<file path="config.mk">
export PLATFORM = sky130hd
export DESIGN_NAME = ldpc_frame_io_ctrl
export DESIGN_NICKNAME = d
export VERILOG_FILES = /design/src/rtl/ldpc_pkg.sv /design/src/rtl/ldpc_rd_fifo.sv /design/src/rtl/ldpc_frame_io_ctrl.sv
export SDC_FILE = /design/constraint.sdc
export NUM_CORES = 1
export LEC_CHECK = 0
export CORE_MARGIN = 4
export CORE_UTILIZATION = 53
export DETAILED_ROUTE_END_ITERATION = 8
export HOLD_SLACK_MARGIN = 0.08
export PLACE_DENSITY = 0.75
export REMOVE_ABC_BUFFERS = 1
export SYNTH_ARGS = -nofsm -noshare
export SYNTH_HDL_FRONTEND = slang
export SYNTH_SLANG_ARGS = --single-unit
</file>
<file path="constraint.sdc">
create_clock -name clk -period 4.6 [get_ports clk]
set_input_delay 1.15 -clock clk [delete_from_list [all_inputs] [get_ports clk]]
set_output_delay 1.15 -clock clk [all_outputs]
set_load 0.01 [all_outputs]
</file>
<file path="src/rtl/ldpc_pkg.sv">
// Shared sizes, state encoding and PE/column decode helpers for the LDPC frame I/O sequencer.
package ldpc_pkg;
  localparam int K              = 6;
  localparam int L              = 32;
  localparam int ADDR_WIDTH     = 5;
  localparam int MESSAGE_WIDTH  = 5;
  localparam int KK             = K * K;
  localparam int N_FRAME        = K * K * L;
  localparam int N_WIDTH        = 11;
  localparam int PE_IDX_WIDTH   = N_WIDTH - ADDR_WIDTH;
  localparam int DECODE_CYCLES  = 640;
  localparam int DEC_CNT_WIDTH  = $clog2(DECODE_CYCLES + 1);
  localparam int READ_LATENCY   = 6;
  localparam int FIFO_DEPTH     = 8;
  localparam int FIFO_CNT_WIDTH = $clog2(FIFO_DEPTH + 1);

  typedef enum logic [2:0] {IDLE, LOAD, DECODE, READ, DRAIN} io_state_t;

  // PE index p = i + K*j is column-major, so the PE select bit is p itself.
  function automatic logic [KK-1:0] pe_onehot(input logic [PE_IDX_WIDTH-1:0] p);
    return KK'(1) << p;
  endfunction

  function automatic logic [K-1:0] col_onehot(input logic [PE_IDX_WIDTH-1:0] p);
    logic [K-1:0] c;
    c = '0;
    for (int j = 0; j < K; j++) begin
      if (int'(p) >= j * K && int'(p) < (j + 1) * K) c[j] = 1'b1;
    end
    return c;
  endfunction
endpackage

</file>
<file path="src/rtl/ldpc_rd_fifo.sv">
// Synchronous skid FIFO for decoded words; head word is presented combinationally.
module ldpc_rd_fifo
  import ldpc_pkg::*;
#(
  parameter int WIDTH = KK,
  parameter int DEPTH = FIFO_DEPTH
) (
  input  logic                         clk,
  input  logic                         rst_n,
  input  logic                         push,
  input  logic [WIDTH-1:0]             push_data,
  input  logic                         pop,
  output logic [WIDTH-1:0]             pop_data,
  output logic                         empty,
  output logic [$clog2(DEPTH+1)-1:0]   count
);
  localparam int PW = (DEPTH > 1) ? $clog2(DEPTH) : 1;
  localparam int CW = $clog2(DEPTH + 1);

  logic [WIDTH-1:0] mem [DEPTH];
  logic [PW-1:0]    wr_ptr, rd_ptr;
  logic             do_push, do_pop;

  function automatic logic [PW-1:0] next_ptr(input logic [PW-1:0] ptr);
    return (ptr == PW'(DEPTH - 1)) ? '0 : ptr + 1'b1;
  endfunction

  assign empty    = (count == '0);
  assign do_pop   = pop & ~empty;
  assign do_push  = push & (count != CW'(DEPTH));
  assign pop_data = empty ? '0 : mem[rd_ptr];

  always_ff @(posedge clk) begin
    if (do_push) mem[wr_ptr] <= push_data;
  end

  always_ff @(posedge clk or negedge rst_n) begin
    if (!rst_n) begin
      wr_ptr <= '0;
      rd_ptr <= '0;
      count  <= '0;
    end else begin
      if (do_push) wr_ptr <= next_ptr(wr_ptr);
      if (do_pop)  rd_ptr <= next_ptr(rd_ptr);
      case ({do_push, do_pop})
        2'b10:   count <= count + 1'b1;
        2'b01:   count <= count - 1'b1;
        default: count <= count;
      endcase
    end
  end
endmodule

</file>
<file path="src/rtl/ldpc_frame_io_ctrl.sv">
// Frame sequencer for the LDPC decoder: loads LLRs into the PE array, runs en for a fixed
// window, then sweeps read addresses and streams decoded words out through a credit-guarded FIFO.
module ldpc_frame_io_ctrl
  import ldpc_pkg::*;
(
  input  logic                     clk,
  input  logic                     reset,
  input  logic                     llr_valid,
  output logic                     llr_ready,
  input  logic [MESSAGE_WIDTH-1:0] llr_data,
  input  logic                     llr_last,
  output logic [MESSAGE_WIDTH-1:0] int_in,
  output logic [ADDR_WIDTH-1:0]    load_add_in,
  output logic [KK-1:0]            pe_select,
  output logic [K-1:0]             column_select,
  output logic                     en,
  output logic [ADDR_WIDTH-1:0]    read_add_in,
  input  logic [KK-1:0]            dec_out_fin,
  output logic                     out_valid,
  input  logic                     out_ready,
  output logic [KK-1:0]            out_data,
  output logic                     out_last,
  output logic                     busy,
  output logic                     frame_done,
  output logic                     frame_err,
  output io_state_t                state
);
  // Handshakes: a transfer happens on a rising edge where valid & ready are both high;
  // valid never waits on ready, and out_data/out_last hold while out_valid & !out_ready.
  localparam int SUM_W = FIFO_CNT_WIDTH + 1;

  io_state_t                 state_q, state_d;
  logic [N_WIDTH-1:0]        n_q;
  logic [DEC_CNT_WIDTH-1:0]  dec_cnt_q;
  logic [ADDR_WIDTH-1:0]     raddr_q, ocnt_q;
  logic [READ_LATENCY-1:0]   vld_sr;
  logic [FIFO_CNT_WIDTH-1:0] inflight_q, fifo_count;
  logic [PE_IDX_WIDTH-1:0]   pe_idx;
  logic fifo_empty, llr_hs, rd_issue, push, pop, last_sample, credit_ok, dec_done;

  assign llr_hs      = llr_valid & llr_ready;
  assign last_sample = (n_q == N_WIDTH'(N_FRAME - 1));
  assign pe_idx      = n_q[N_WIDTH-1:ADDR_WIDTH];
  assign dec_done    = (dec_cnt_q == DEC_CNT_WIDTH'(DECODE_CYCLES));
  assign credit_ok   = ({1'b0, fifo_count} + {1'b0, inflight_q}) < SUM_W'(FIFO_DEPTH);
  assign push        = vld_sr[READ_LATENCY-1];
  assign out_valid   = ~fifo_empty;
  assign pop         = out_valid & out_ready;
  assign out_last    = out_valid & (ocnt_q == ADDR_WIDTH'(L - 1));
  assign read_add_in = raddr_q;
  assign busy        = (state_q != IDLE);
  assign state       = state_q;

  always_ff @(posedge clk or negedge reset) begin
    if (!reset) state_q <= IDLE;
    else        state_q <= state_d;
  end

  always_comb begin
    state_d   = state_q;
    llr_ready = 1'b0;
    en        = 1'b0;
    rd_issue  = 1'b0;
    case (state_q)
      IDLE: begin
        llr_ready = reset;
        if (llr_hs) state_d = LOAD;
      end
      LOAD: begin
        llr_ready = reset;
        if (llr_hs && last_sample) state_d = DECODE;
      end
      DECODE: begin
        // Count 0 is the cycle the final load write is on the bus; en starts after it.
        en = (dec_cnt_q != '0);
        if (dec_done) state_d = READ;
      end
      READ: begin
        rd_issue = credit_ok;
        if (credit_ok && raddr_q == ADDR_WIDTH'(L - 1)) state_d = DRAIN;
      end
      DRAIN: begin
        if (inflight_q == '0 && fifo_empty) state_d = IDLE;
      end
      default: state_d = IDLE;
    endcase
  end

  always_ff @(posedge clk or negedge reset) begin
    if (!reset) begin
      n_q           <= '0;
      int_in        <= '0;
      load_add_in   <= '0;
      pe_select     <= '0;
      column_select <= '0;
      frame_err     <= 1'b0;
    end else begin
      pe_select     <= '0;
      column_select <= '0;
      frame_err     <= 1'b0;
      if (llr_hs) begin
        int_in        <= llr_data;
        load_add_in   <= n_q[ADDR_WIDTH-1:0];
        pe_select     <= pe_onehot(pe_idx);
        column_select <= col_onehot(pe_idx);
        // The frame length is fixed; a misplaced llr_last is only reported.
        frame_err     <= (llr_last != last_sample);
        n_q           <= last_sample ? '0 : n_q + 1'b1;
      end
    end
  end

  always_ff @(posedge clk or negedge reset) begin
    if (!reset) begin
      dec_cnt_q <= '0;
    end else if (state_q == DECODE) begin
      dec_cnt_q <= dec_done ? '0 : dec_cnt_q + 1'b1;
    end else begin
      dec_cnt_q <= '0;
    end
  end

  always_ff @(posedge clk or negedge reset) begin
    if (!reset) begin
      raddr_q    <= '0;
      vld_sr     <= '0;
      inflight_q <= '0;
      ocnt_q     <= '0;
      frame_done <= 1'b0;
    end else begin
      if (rd_issue && raddr_q != ADDR_WIDTH'(L - 1)) raddr_q <= raddr_q + 1'b1;
      else if (state_q == DRAIN && state_d == IDLE)  raddr_q <= '0;
      vld_sr[0] <= rd_issue;
      for (int i = 1; i < READ_LATENCY; i++) vld_sr[i] <= vld_sr[i-1];
      case ({rd_issue, push})
        2'b10:   inflight_q <= inflight_q + 1'b1;
        2'b01:   inflight_q <= inflight_q - 1'b1;
        default: inflight_q <= inflight_q;
      endcase
      if (pop) ocnt_q <= (ocnt_q == ADDR_WIDTH'(L - 1)) ? '0 : ocnt_q + 1'b1;
      frame_done <= pop & out_last;
    end
  end

  ldpc_rd_fifo #(
    .WIDTH(KK),
    .DEPTH(FIFO_DEPTH)
  ) u_rd_fifo (
    .clk      (clk),
    .rst_n    (reset),
    .push     (push),
    .push_data(dec_out_fin),
    .pop      (pop),
    .pop_data (out_data),
    .empty    (fifo_empty),
    .count    (fifo_count)
  );
endmodule

</file>
# Yosys cells after proc, flatten, opt, wreduce, memory -nomap -nowiden

Memory sizes are Yosys's and may differ from the RTL's.
Index checks and enable logic that the tools add are counted.

Shift operators: 1
Equality and inequality tests: 17
$lt $le $gt $ge: 12
Mux-type cells: 31
Add/subtract/negate cells: 11
Reductions and logical operators: 20
Bitwise logic cells: 7

Operator list:

| kind                    | number |
|---|---|
| $mux W36                | 2 |
| $shl A1 B6 Y36 const A  | 1 |
| $mux W3                 | 7 |
| $mux W10                | 2 |
| $ge A6 B5 Y1 const B    | 3 |
| $lt A6 B5 Y1 const B    | 3 |
| $pmux W4 S2             | 2 |
| $mux W5                 | 3 |
| $pmux W3 S5             | 1 |
| $mux W1                 | 12 |
| $add A11 B1 Y11 const B | 1 |
| $eq A11 B11 Y1 const B  | 1 |
| $mux W11                | 1 |
| $add A10 B1 Y10 const B | 1 |
| $add A5 B1 Y5 const B   | 2 |
| $eq A10 B10 Y1 const B  | 1 |
| $eq A5 B5 Y1 const B    | 2 |
| $logic_and A1 B1 Y1     | 10 |
| $reduce_bool A10 Y1     | 1 |
| $eq A3 B3 Y1 const B    | 3 |
| $add A4 B1 Y4 const B   | 2 |
| $logic_not A4 Y1        | 2 |
| $sub A4 B1 Y4 const B   | 2 |
| $add A3 B1 Y3 const B   | 2 |
| other kinds (21)        | 32 |

Input bits: 46
Memories kept: 1
Register bits: 108
RAM bits: 288

Memories:

| memory        | words | width | read ports | clocked after Yosys merged registers in | wr ports | line               | RTL |
|---|---|---|---|---|---|---|---|
| u_rd_fifo.mem | 8     | 36    | 1          | 0                                       | 1        | ldpc_rd_fifo.sv:20 | `logic [WIDTH-1:0] mem [DEPTH];` |

# Longest topological paths before layout

Gate-level depths: netlist of the first run.

Word-level depth: 11
Depth in mapped cells: 11
Mapped depth without buffers: 11

# Modules after synthesis

A second synthesis of the first run with hierarchy kept.

Cell total of the unflattened synthesis: 911
Area, all modules: 15728.8 µm²

By module, submodules not included:

| module             | cells each | area an instance (µm²) | sequential area each (µm²) | times used |
|---|---|---|---|---|
| ldpc_rd_fifo       | 520        | 11554.8                | 8898.5                     | 1 |
| ldpc_frame_io_ctrl | 391        | 4174.0                 | 2452.4                     | 1 |

# Worst setup path after synthesis of the first run

No wires, ideal clock.

Kind: register to register
From: register u_rd_fifo.count[0]
To: memory u_rd_fifo.mem[1][0] (netlist name) (enable)
Arrival: 3585 ps
Stages on the path, launching flop included: 5
Setup slack: 541 ps
Library setup time: 474 ps
Period minus slack after synthesis: 4059 ps
Path through: dfrtp_1 -> clkbuf_1 -> o41ai_1 -> or2_2 -> nor3_1

Cells in the longest elaborated chain, start to end: 4

Ends and longest elaborated chain:

| element                       | line               | RTL |
|---|---|---|
| start: declaration            | ldpc_rd_fifo.sv:15 | `output logic [$clog2(DEPTH+1)-1:0] count` |
| start signal: assignment      | ldpc_rd_fifo.sv:46 | `2'b10: count <= count + 1'b1;` |
| start signal: assignment      | ldpc_rd_fifo.sv:47 | `2'b01: count <= count - 1'b1;` |
| start signal: assignment      | ldpc_rd_fifo.sv:48 | `default: count <= count;` |
| $ne A4 B4 Y1                  | ldpc_rd_fifo.sv:30 | `assign do_push = push & (count != CW'(DEPTH));` |
| $and A1 B1 Y1                 | ldpc_rd_fifo.sv:30 |  |
| $mux W1                       | ldpc_rd_fifo.sv:34 | `if (do_push) mem[wr_ptr] <= push_data;` |
| $mux W1 (implied by the code) | ldpc_rd_fifo.sv:34 |  |
| end: declaration              | ldpc_rd_fifo.sv:20 |  |

No other way between the ends.

# Final worst setup path of the first run

From: register u_rd_fifo.rd_ptr[0]
To: output port out_data[23]

Cells in the longest elaborated chain, start to end: 2

Ends and longest elaborated chain:

| element                  | line                     | RTL |
|---|---|---|
| start: declaration       | ldpc_rd_fifo.sv:21       | `logic [PW-1:0] wr_ptr, rd_ptr;` |
| start signal: assignment | ldpc_rd_fifo.sv:44       | `if (do_pop) rd_ptr <= next_ptr(rd_ptr);` |
| $mem_v2 Z8 W36           | n/a                      |  |
| $mux W36                 | ldpc_rd_fifo.sv:31       | `assign pop_data = empty ? '0 : mem[rd_ptr];` |
| end: declaration         | ldpc_frame_io_ctrl.sv:21 | `output logic [KK-1:0] out_data,` |

No other way between the ends.

==> flow_summary.json, run 1 <==
{
  "start_util": 0.5414,
  "post-route-period-util": 0.8642,
  "hold_buffers": 0,
  "worstSetupPathType": "reg2out",
  "wire_per_inst_um": 21.12,
  "cp.arrival_ns": 2.83,
  "grt_max_degree": 59,
  "fp.dieArea_sq_um": 32290,
  "slew_viol_final": 0,
  "synth_cells": 907,
  "synth-edff-count": 288,
  "die_h_um": 179.7,
  "worst_slew_pin_slew_ns": 1.216,
  "p_total_mw": 9.617,
  "synth-async-reset-ratio": 0.2727,
  "multiInputGateArea_sq_um": 4103,
  "fin_nets": 1147,
  "hold_path_class": "reg2reg",
  "endpoint_kind": "primary output",
  "place.port_buffers": 148,
  "wl_um": 31560,
  "fin_worst_skew_ns": 0.01860,
  "final_common_cell": "edfxtp_1",
  "path_cells": "buf_12 > mux4_2 > mux2i_1 > nor2_1 > clkdlybuf4s50_1",
  "slowest_delay_ns": 0.63,
  "final_hold_viol_count": 0,
  "drc_errors": 0,
  "postCtsResizedCells": 0,
  "ir_drop_uv": 326.2,
  "dp_hpwl_um": 19110,
  "grt-ovfl-total": 0,
  "clock.fmax_mhz": 251.6,
  "path_delay_family": "buffers and inverters",
  "setup_viol": 0,
  "placed_cells": 1422,
  "n_fill_cell": 1991,
  "grt_pass1_vias": 8789,
  "status": "complete, no violations",
  "min_period_ns": 3.975,
  "leakage_nw": 6.872,
  "critPathRequiredTime_ns": 3.45,
  "postRouteAntennaNets": 0,
  "crit_slowest_cell": "dfrtp_4",
  "fin_cells": 1494,
  "cts.path.max_buffers": 3,
  "path_clk_slew_ns": 0.06,
  "relSlewSlack": 0.1789,
  "vias": 8425,
  "startpoint_type": "flip-flop",
  "synth_top_flop_cell": "edfxtp_1",
  "grt_first_pass_wirelength_um": 49860,
  "fin_util": 0.6571,
  "powerDensity_nw_per_um2": 507.1,
  "cts.htree.levels": 2,
  "rows": 62,
  "core_area_sq_um": 28860,
  "yosysWarnings": 0,
  "syn_area_sq_um": 15620,
  "max_cap_viol_count": 0,
  "io-pin-count": 149,
  "grt_antenna_before_repair": 3,
  "drt_pass1_iterations": 5,
  "cts_tree": "built",
  "hold-worst-slack_ns": 0.3399,
  "area_growth_pct": 21.36,
  "cts_root_buffer": "clkbuf_16",
  "gp_congestion": 0.7808,
  "rsz0062_at_grt": "false",
  "drt_iter0_markers": 665,
  "die_w_um": 179.7,
  "vias_per_cell": 5.639,
  "final_cell_mix": "edfxtp_1 (288), clkdlybuf4s50_1 (147), dfrtp_1 (105), nor2_1 (97), mux4_2 (72)",
  "postCtsSetupRepairBufs": 0,
  "synth-seq-cells": 396,
  "drive_above_1_share": 0.1640,
  "crit_path_max_fanout": 35,
  "synth_seq_area_share": 0.7265,
  "critPathBufInv": 2,
  "clock-sinks": 396,
  "synth_cell_type_count": 55,
  "grt_usage": 0.1940,
  "worstSkewPairLatency_ns": 0.53,
  "cts_buffers": 39,
  "seq_area_sq_um": 11360,
  "n_antenna_cell": 0,
  "postSynthAreaPerCell_sq_um": 17.23,
  "tns_ns": 0
}
power by group:
group          total (mW)  leakage [nW]  switching, mW  internal, mW
clock                3.13         0.618           1.29          1.84
sequential           4.09          4.04          0.193          3.90
combinational        2.39          2.22           1.05          1.34
total                9.62          6.87           2.53          7.08
logic make-up (layout without fill, tap and decap cells):
logic type | after synthesis | in the layout | synth area share
AOI/OAI and AO/OA | 39 | 39 | 0.01754
buffers and inverters | 58 | 261 | 0.01489
adders and majority gates | 22 | 22 | 0.01858
DFF | 396 | 396 | 0.7265
xor gates and xnor gates | 22 | 22 | 0.01233
muxes | 118 | 118 | 0.1337
and+or+nand+nor | 252 | 252 | 0.07647
path summary, 6_finish.rpt:
kind                                          start                   to  slack, ns  cells after the start
worst max-delay path            u_rd_fifo.rd_ptr[0]         out_data[23]       0.62                      5
worst min-delay path                      vld_sr[3]            vld_sr[4]       0.34                      0
worst max register to register   u_rd_fifo.count[0]   u_rd_fifo.count[3]       1.24                     10
worst min register to register            vld_sr[3]            vld_sr[4]       0.34                      0
max in group asynchronous                     reset  u_rd_fifo.rd_ptr[0]       2.51                      3
min in group asynchronous                     reset       read_add_in[4]       0.48                      1
synth_stat cells (2+ instances only):
master | instances | area [sq um]
edfxtp_1 | 288 | 8648
dfrtp_1 | 108 | 2703
nor2_1 | 103 | 386.6
mux4_2 | 72 | 1622
nand2_1 | 59 | 221.5
mux2i_1 | 40 | 400.4
clkbuf_1 | 28 | 105.1
ha_1 | 20 | 250.2
inv_1 | 19 | 71.32
nor3_1 | 17 | 85.08
o21ai_0 | 14 | 70.07
xor2_1 | 12 | 105.1
nand3_1 | 11 | 55.05
xnor2_1 | 10 | 87.58
nand2b_1 | 9 | 56.30
nand4_1 | 8 | 50.05
or3_1 | 8 | 50.05
buf_2 | 6 | 30.03
mux2_2 | 6 | 67.56
nor4_1 | 6 | 37.54
a21oi_1 | 5 | 25.02
nor2b_1 | 5 | 31.28
and3_1 | 4 | 25.02
nor3b_1 | 4 | 30.03
a22o_1 | 3 | 26.28
buf_1 | 3 | 11.26
or2_2 | 3 | 18.77
a21bo_2 | 2 | 20.02
a21o_1 | 2 | 15.01
and2_1 | 2 | 12.51
fa_1 | 2 | 40.04
nand3b_1 | 2 | 15.01
nand4b_1 | 2 | 17.52
o311ai_0 | 2 | 17.52
o31ai_1 | 2 | 15.01
cell type report:
cell class                      instances  area share
Tap cell                              384     0.02534
Multi-Input combinational cell        453      0.2163
Inverter                               20    0.003959
Timing Repair Buffer                  169     0.08828
Sequential cell                       396      0.5989
Clock inverter                         16    0.009435
Clock buffer                           56     0.05773
layer usage:
| layer | part of all wire | vias up | GRT usage |
|---|---|---|---|
| li1 | - | 3796 | - |
| met1 | 0.41 | 4286 | 0.2648 |
| met2 | 0.50 | 292 | 0.3214 |
| met3 | 0.071 | 45 | 0.05012 |
| met4 | 0.014 | 6 | 0.04237 |
| met5 | 0.0013 | - | 0 |
sequential cells by signal, indices dropped and copies added, names as in the netlist:
signal,count
column_select,6
dec_cnt_q,10
frame_done,1
frame_err,1
inflight_q,4
int_in,5
load_add_in,5
n_q,11
ocnt_q,5
pe_select,36
read_add_in,5
state,3
u_rd_fifo.count,4
u_rd_fifo.mem,288
u_rd_fifo.rd_ptr,3
u_rd_fifo.wr_ptr,3
vld_sr,6
metrics by stage:
step | setup WS [ns] | instance area (sq um)
after CTS | 0.5586 | 18960
after global routing | 0.4811 | 18960
after floorplan | -0.3327 | 15470
after detailed placement | 1.034 | 17690
after global placement | 1.149 | 17690
final | 0.6248 | 18960
(Power assumes the default switching activity.)
==> run 2, diff against run 1 <==
--- a/config.mk
+++ b/config.mk
@@ -8,6 +8,7 @@
 export CORE_MARGIN = 4
 export CORE_UTILIZATION = 53
 export DETAILED_ROUTE_END_ITERATION = 8
+export GPL_ROUTABILITY_DRIVEN = 0
 export HOLD_SLACK_MARGIN = 0.08
 export PLACE_DENSITY = 0.75
 export REMOVE_ABC_BUFFERS = 1
==> results of run 2 <==
Same layout as run 1: the final DEF is identical, and so are final timing and power.
